[config.mk]
export PLATFORM = sky130hd
export DESIGN_NAME = hack_screen_scanout
export DESIGN_NICKNAME = d
export VERILOG_FILES = /design/src/rtl/hack_screen_scanout.sv
export SDC_FILE = /design/constraint.sdc
export NUM_CORES = 1
export LEC_CHECK = 0
export CAP_MARGIN = 20
export CORE_MARGIN = 2
export CORE_UTILIZATION = 50
export CTS_CLUSTER_SIZE = 28
export DETAILED_ROUTE_END_ITERATION = 10
export HOLD_SLACK_MARGIN = 0.02
export PLACE_DENSITY = 0.73
export SETUP_SLACK_MARGIN = 0.05
export SLEW_MARGIN = 20
export SYNTH_ARGS = -nofsm -noshare
export SYNTH_HDL_FRONTEND = slang
export SYNTH_SLANG_ARGS = --single-unit
[constraint.sdc]
create_clock -name clk -period 3.2 [get_ports clk]
set_clock_uncertainty 0.2 [all_clocks]
set_input_delay 0.32 -clock clk [delete_from_list [all_inputs] [get_ports clk]]
set_output_delay 0.32 -clock clk [all_outputs]
set_load 0.02 [all_outputs]
[src/rtl/hack_screen_scanout.sv]
// hack_screen_scanout: scans the Hack 512x256 1bpp screen RAM out as centred 640x480@60 VGA.
// Optional SCANOUT_INVERT_EN adds an `invert` input latched once per frame to swap FG/BG.
module hack_screen_scanout #(
    parameter int          CLK_DIV   = 2,
    parameter int          X_OFS     = 64,
    parameter int          Y_OFS     = 112,
    parameter logic [11:0] FG_COLOR  = 12'h000,
    parameter logic [11:0] BG_COLOR  = 12'hFFF,
    parameter logic [11:0] BRD_COLOR = 12'h008
) (
    input  logic        clk,
    input  logic        reset_n,
`ifdef SCANOUT_INVERT_EN
    input  logic        invert,
`endif
    output logic        rd_en,
    output logic [12:0] rd_addr,
    input  logic [15:0] rd_data,
    output logic [3:0]  vga_r,
    output logic [3:0]  vga_g,
    output logic [3:0]  vga_b,
    output logic        vga_hs,
    output logic        vga_vs,
    output logic        frame_start
);
    logic [1:0]  div;
    logic [9:0]  h, v, hx, wx, wy;
    logic [15:0] next_word, shifter;
    logic [11:0] rgb;
    logic        pix_ce, rd_pend, in_win, fetch, load, bit_val, inv;

    always_comb begin
        pix_ce  = div == 2'(CLK_DIV - 1);
        hx      = h - 10'(X_OFS - 8);
        wx      = h - 10'(X_OFS);
        wy      = v - 10'(Y_OFS);
        in_win  = wx < 10'd512 && wy < 10'd256;
        fetch   = wy < 10'd256 && hx < 10'd512 && hx[3:0] == 4'd0;
        load    = in_win && wx[3:0] == 4'd0;
        // the first pixel of each word comes straight from next_word, the rest from the shifter
        bit_val = load ? next_word[0] : shifter[0];
    end

`ifdef SCANOUT_INVERT_EN
    logic inv_q;
    always_ff @(posedge clk)
        inv_q <= !reset_n ? 1'b0 : (pix_ce && h == 10'd0 && v == 10'd0) ? invert : inv_q;
    assign inv = inv_q;
`else
    assign inv = 1'b0;
`endif

    always_ff @(posedge clk) begin
        if (!reset_n) begin
            div         <= '0;
            h           <= '0;
            v           <= '0;
            rd_en       <= 1'b0;
            rd_addr     <= '0;
            rd_pend     <= 1'b0;
            next_word   <= '0;
            shifter     <= '0;
            rgb         <= '0;
            vga_hs      <= 1'b1;
            vga_vs      <= 1'b1;
            frame_start <= 1'b0;
        end else begin
            div <= pix_ce ? 2'd0 : div + 2'd1;
            if (pix_ce) begin
                h       <= h == 10'd799 ? 10'd0 : h + 10'd1;
                v       <= h != 10'd799 ? v : v == 10'd524 ? 10'd0 : v + 10'd1;
                shifter <= load ? next_word >> 1 : shifter >> 1;
            end
            rd_en <= pix_ce && fetch;
            if (pix_ce && fetch)
                rd_addr <= {wy[7:0], hx[8:4]};
            // RAM returns data the clk after it sees rd_en, so capture one clk later still
            rd_pend <= rd_en;
            if (rd_pend)
                next_word <= rd_data;
            rgb <= (h >= 10'd640 || v >= 10'd480) ? 12'h000 :
                   !in_win ? BRD_COLOR :
                   (bit_val ^ inv) ? FG_COLOR : BG_COLOR;
            vga_hs      <= !(h >= 10'd656 && h <= 10'd751);
            vga_vs      <= !(v >= 10'd490 && v <= 10'd491);
            frame_start <= h == 10'd0 && v == 10'd0 && div == 2'd0;
        end
    end

    assign vga_r = rgb[11:8];
    assign vga_g = rgb[7:4];
    assign vga_b = rgb[3:0];
endmodule
======== Yosys cells after proc, flatten, opt, wreduce, memory -nomap -nowiden ========
Index checks and enable logic that the tools add are counted.
operators by class
  add/sub/neg operators ................... 6
  magnitude comparators ................... 9
  equal/unequal tests ..................... 4
  muxes and demuxes ....................... 6
  bitwise operators ....................... 3
  reductions and logical operators ........ 21
operator list
  kind                                                                            count
  10-bit by 1-bit adder with 10-bit output (second input constant)                2
  10-bit equality test (second input constant)                                    2
  10-bit >= comparator (second input constant)                                    2
  10-bit by 9-bit >= comparator with 1-bit output (second input constant)         2
  10-bit zero test                                                                2
  10-bit less-than comparator (second input constant)                             2
  10-bit two-way mux                                                              2
  10-bit by 7-bit subtractor with 10-bit output (second input constant)           2
  15-bit two-way mux                                                              1
  12-bit two-way mux                                                              1
  10-bit <= comparator (second input constant)                                    1
  10-bit by 9-bit <= comparator with 1-bit output (second input constant)         1
  10-bit by 9-bit less-than comparator with 1-bit output (second input constant)  1
  10-bit inequality test (second input constant)                                  1
  10-bit by 6-bit subtractor with 10-bit output (second input constant)           1
  1-bit logical AND                                                               9
  4-bit zero test                                                                 2
  4-bit two-way mux                                                               1
  2-bit OR reduction                                                              2
  1-bit NOT                                                                       3
  3-bit OR reduction                                                              1
  2-bit by 1-bit adder with 2-bit output (second input constant)                  1
  2-bit by 1-bit equality test with 1-bit output (second input constant)          1
  1-bit zero test                                                                 2
  4 further kinds                                                                 4
storage, ports and cells
  register bits ........................... 84
  bits of input ports ..................... 18
  output and inout bits ................... 29
  word-level logic and storage cells ...... 62

======== Longest topological paths before layout ========
  depth after elaboration ................. 7
  mapped depth ............................ 8
  mapped depth without buffers ............ 6

======== Worst setup path before layout ========
OpenSTA, ideal clock, no wires.
  path kind ............................... reg2reg
  start point ............................. reg v[5]
  end point ............................... reg rd_addr[12]
  setup time .............................. 0.120 ns
  arrival ................................. 1.974 ns
  required time ........................... 2.880 ns
  slack ................................... 0.905 ns
  cell stages (with the launch flop) ...... 8
  path buffers ............................ 2
  period minus slack after synthesis ...... 2.295 ns
  cell sequence ........................... dfxtp_1 -> ha_1 -> a211oi_1 -> a211o_1 -> buf_6 -> or4_1 -> buf_2 -> mux2i_1
between the ends
  word-level cells in the longest chain between the ends .. 5
ends and longest elaborated chain
  item                                                    RTL line  text
  start, declared                                         27        logic [9:0] h, v, hx, wx, wy;
  start signal, assigned                                  71        v <= h != 10'd799 ? v : v == 10'd524 ? 10'd0 : v + 10'd1;
  10-bit by 7-bit subtractor with 10-bit output *         36        wy = v - 10'(Y_OFS);
  10-bit by 9-bit less-than comparator with 1-bit output  38        fetch = wy < 10'd256 && hx < 10'd512 && hx[3:0] == 4'd0;
  1-bit logical AND (2 in a row)                          38
  1-bit logical AND                                       75        if (pix_ce && fetch)
  end signal, assigned                                    76        rd_addr <= {wy[7:0], hx[8:4]};
  end, declared                                           17        output logic [12:0] rd_addr,
Mark *: on every way between the ends. The rest lies on a longest branch, timed or not.
A chain may end at the register's enable or synchronous reset.

======== Worst setup path in the final report ========
  start point ............................. reg v[5]
  end point ............................... reg rgb[10]
between the ends
  word-level cells in the longest chain between the ends .. 6
  elaborated cells between the ends (all ways) .. 10
  classes of those cells .................. 1 x add/sub; 2 x order compare; 2 x mux; 1 x bitwise; 4 x reduce/logical
ends and longest elaborated chain
  item                                                    RTL line  text
  10-bit by 7-bit subtractor with 10-bit output           36
  10-bit by 9-bit less-than comparator with 1-bit output  37        in_win = wx < 10'd512 && wy < 10'd256;
  1-bit logical AND                                       37
  1-bit logical AND                                       39        load = in_win && wx[3:0] == 4'd0;
  1-bit two-way mux                                       41        bit_val = load ? next_word[0] : shifter[0];
  12-bit two-way mux                                      83        (bit_val ^ inv) ? FG_COLOR : BG_COLOR;
  end signal, assigned                                    81        rgb <= (h >= 10'd640 || v >= 10'd480) ? 12'h000 :
  end, declared                                           29        logic [11:0] rgb;
Several ways; a longest one is shown, not always the timed one.

==> results_dict.tcl <==
set metrics [dict create \
    status "completed" \
    finalCritPeriodShare 0.823 \
    p_per_area_nw_per_um2 453 \
    critPathBufInv 1 \
    worstSetupPathType "register to register" \
    syn_to_final_growth_pct 17.0 \
    start_util 0.508 \
    cts.sinks 73 \
    finalSetupTns_ns 0 \
    yosys.area_share.simple 0.193 \
    grt_pass1_vias 2794 \
    synthAdderAreaFrac 0.0345 \
    synthCells 406 \
    synth-xor-area-share 0.0483 \
    synthMuxAreaShare 0.0832 \
    die_height_um 89.1 \
    antenna_found_initial 0 \
    fin_nets 452 \
    synth_area_per_cell_um2 8.93 \
    synth_area_leaders "dfxtp_1, mux2i_1, nand2_1, o31ai_1, ha_1" \
    arrival_ns 2.69 \
    ir_drop_uv 313 \
    yosysTopAreaCellShare 0.403 \
    fillers 655 \
    synth-seq-cells 73 \
    rsz0062_at_grt "no" \
    cts-hold-fix-buffers 0 \
    ys_warn_count 0 \
    drive_gt1_frac 0.0676 \
    cts_tree "yes" \
    final_util 0.594 \
    cts-root-buf "clkbuf_8" \
    syn-cell-area_um2 3620 \
    cts_resized 0 \
    totalWireLength_um 7860 \
    path_max_fanout 18 \
    start_kind "register" \
    cp_slowest_cell "or4_1" \
    hold_viol 0 \
    die_area_um2 7950 \
    cap_viol_max_count 0 \
    synth_top_family_by_area "simple AND/OR/NAND/NOR gates" \
    insertion_delay_ns 0.35 \
    layout_commonest_cell "dfxtp_1" \
    synth_area_leader_cell "dfxtp_1" \
    gp_congestion 0.891 \
    wire_per_inst_um 14.9 \
    synth_edf_count 0 \
    seq_area_frac_synth 0.403 \
    crit_required_ns 3.26 \
    period_needed_ns 2.64 \
    post-dp-hpwl_um 5320 \
    maxSlewViolCount 0 \
    clk_pin_slew_worst_paths_ns 0.08 \
    antenna_cells 0 \
    dr.pass1.iters 4 \
    crit_family "simple AND/OR/NAND/NOR gates" \
    hp-class "input port to register" \
    worst_pin_slew_ns 0.889 \
    leakage_nw 1.42 \
    rows 31 \
    fp.dieW_um 89.1 \
    cts_made_buffers 9 \
    relSlewSlack 0.407 \
    ant_nets 0 \
    grt_util_all_layers 0.207 \
    vias 2976 \
    h-tree-depth 3 \
    layout_common_cells "dfxtp_1, clkdlybuf4s50_1, nand2_1" \
    drt_iter0_drc 157 \
    grt_pass1_wl_um 13000 \
    vias_per_cell 5.64 \
    crit_path_end_kind "register" \
    max_stage_delay_ns 0.52 \
    core_area_um2 7140 \
    setup_violations 0 \
    grt_max_degree 57 \
    fmax_mhz 379 \
    io_buffers 46 \
    clock_path_buffers 2 \
    ys.flop_type "dfxtp_1" \
    ys_types 50 \
    overflow 0 \
    pin_count 47 \
    post_cts_buffers 0 \
    worstPathCellList "ha_1, a211oi_1, a211o_1, buf_4, or4_1, nor3_1" \
    drc 0 \
    syn_nets 434 \
    synth_compound_area_frac 0.162 \
    ys_async_sr_fraction 0 \
]
-- cells by family after synthesis --
kind of cell	after synthesis
AND/OR/NAND/NOR	128
AO/OA/AOI/OAI	89
flip-flops	73
buffers and inverters	56
multiplexers	30
XOR/XNOR	20
adder cells (fa/ha/maj)	10
-- path summary, 6_finish.rpt --
path                     from     endpoint  slack [ns]  cells after the start
setup / recovery         v[5]      rgb[10]        0.56                      6
hold / removal        reset_n  rd_addr[10]        0.17                      3
setup reg to reg         v[5]      rgb[10]        0.56                      6
hold reg to reg   shifter[13]  shifter[12]        0.26                      2
-- metal layers --
| layer | global-route usage | wire (um) | share of wire | vias up |
|---|---|---|---|---|
| li1 | - | - | - | 1482 |
| met1 | 0.269 | 3680 | 0.47 | 1392 |
| met2 | 0.329 | 3610 | 0.46 | 84 |
| met3 | 0.0480 | 401 | 0.051 | 18 |
| met4 | 0.0909 | 172 | 0.022 | 0 |
| met5 | 0 | 0 | 0 | - |
-- report_power, final --
part | switching, mW | leakage, nW | internal (mW)
clock | 0.345 | 0.113 | 0.439
sequential | 0.0173 | 0.592 | 0.943
combinational | 0.0932 | 0.720 | 0.0822
-- cell type report --
| class | instances | area, um2 | area share |
|---|---|---|---|
| clock inverters | 7 | 92.6 | 0.0218 |
| clock buffers | 9 | 124 | 0.0292 |
| inverters | 10 | 37.5 | 0.00885 |
| flip-flops and latches | 73 | 1460 | 0.345 |
| multi-input cells | 277 | 1890 | 0.446 |
| repair buffers | 53 | 508 | 0.120 |
| well taps | 99 | 124 | 0.0292 |
-- cell usage after synthesis (all sizes together) (2+ instances only) --
library cell / number
dfxtp: 73
nand2: 36
mux2i: 29
buf: 26
a21oi: 24
clkbuf: 20
nor2b: 18
o21ai: 18
o31ai: 17
a41oi: 14
nor2: 14
xnor2: 11
ha: 10
nor4: 10
inv: 9
nand3: 9
xor2: 9
nand4: 7
and2: 6
and3: 5
nor3: 5
or4: 5
a211oi: 3
nand4b: 3
or3: 3
a21boi: 2
a21o: 2
nor4b: 2
-- worst min-delay path, stage by stage --
cell and delay (ns):
buf_2 0.20, nand2_1 0.10, mux2i_1 0.05
-- through the flow --
step	power, mW	worst slack (ns)	hold WS [ns]	cells	cell area [um2]
final	1.92	0.565	0.173	528	4240
after global placement	1.15	0.620	0.244	512	4020
after floorplan	1.09	0.905	0.238	406	3620
after global routing	2.00	0.474	0.190	528	4240
after detailed placement	1.15	0.612	0.254	512	4020
after CTS	1.93	0.588	0.165	528	4240
-- registers in the layout (all words and copies together), names as in the netlist --
| register | cells |
|---|---|
| div | 2 |
| frame_start | 1 |
| h | 10 |
| next_word | 16 |
| rd_addr | 13 |
| rd_en | 1 |
| rd_pend | 1 |
| rgb | 2 |
| shifter | 15 |
| v | 10 |
| vga_hs | 1 |
| vga_vs | 1 |
Power figures use the tool's default switching activity.
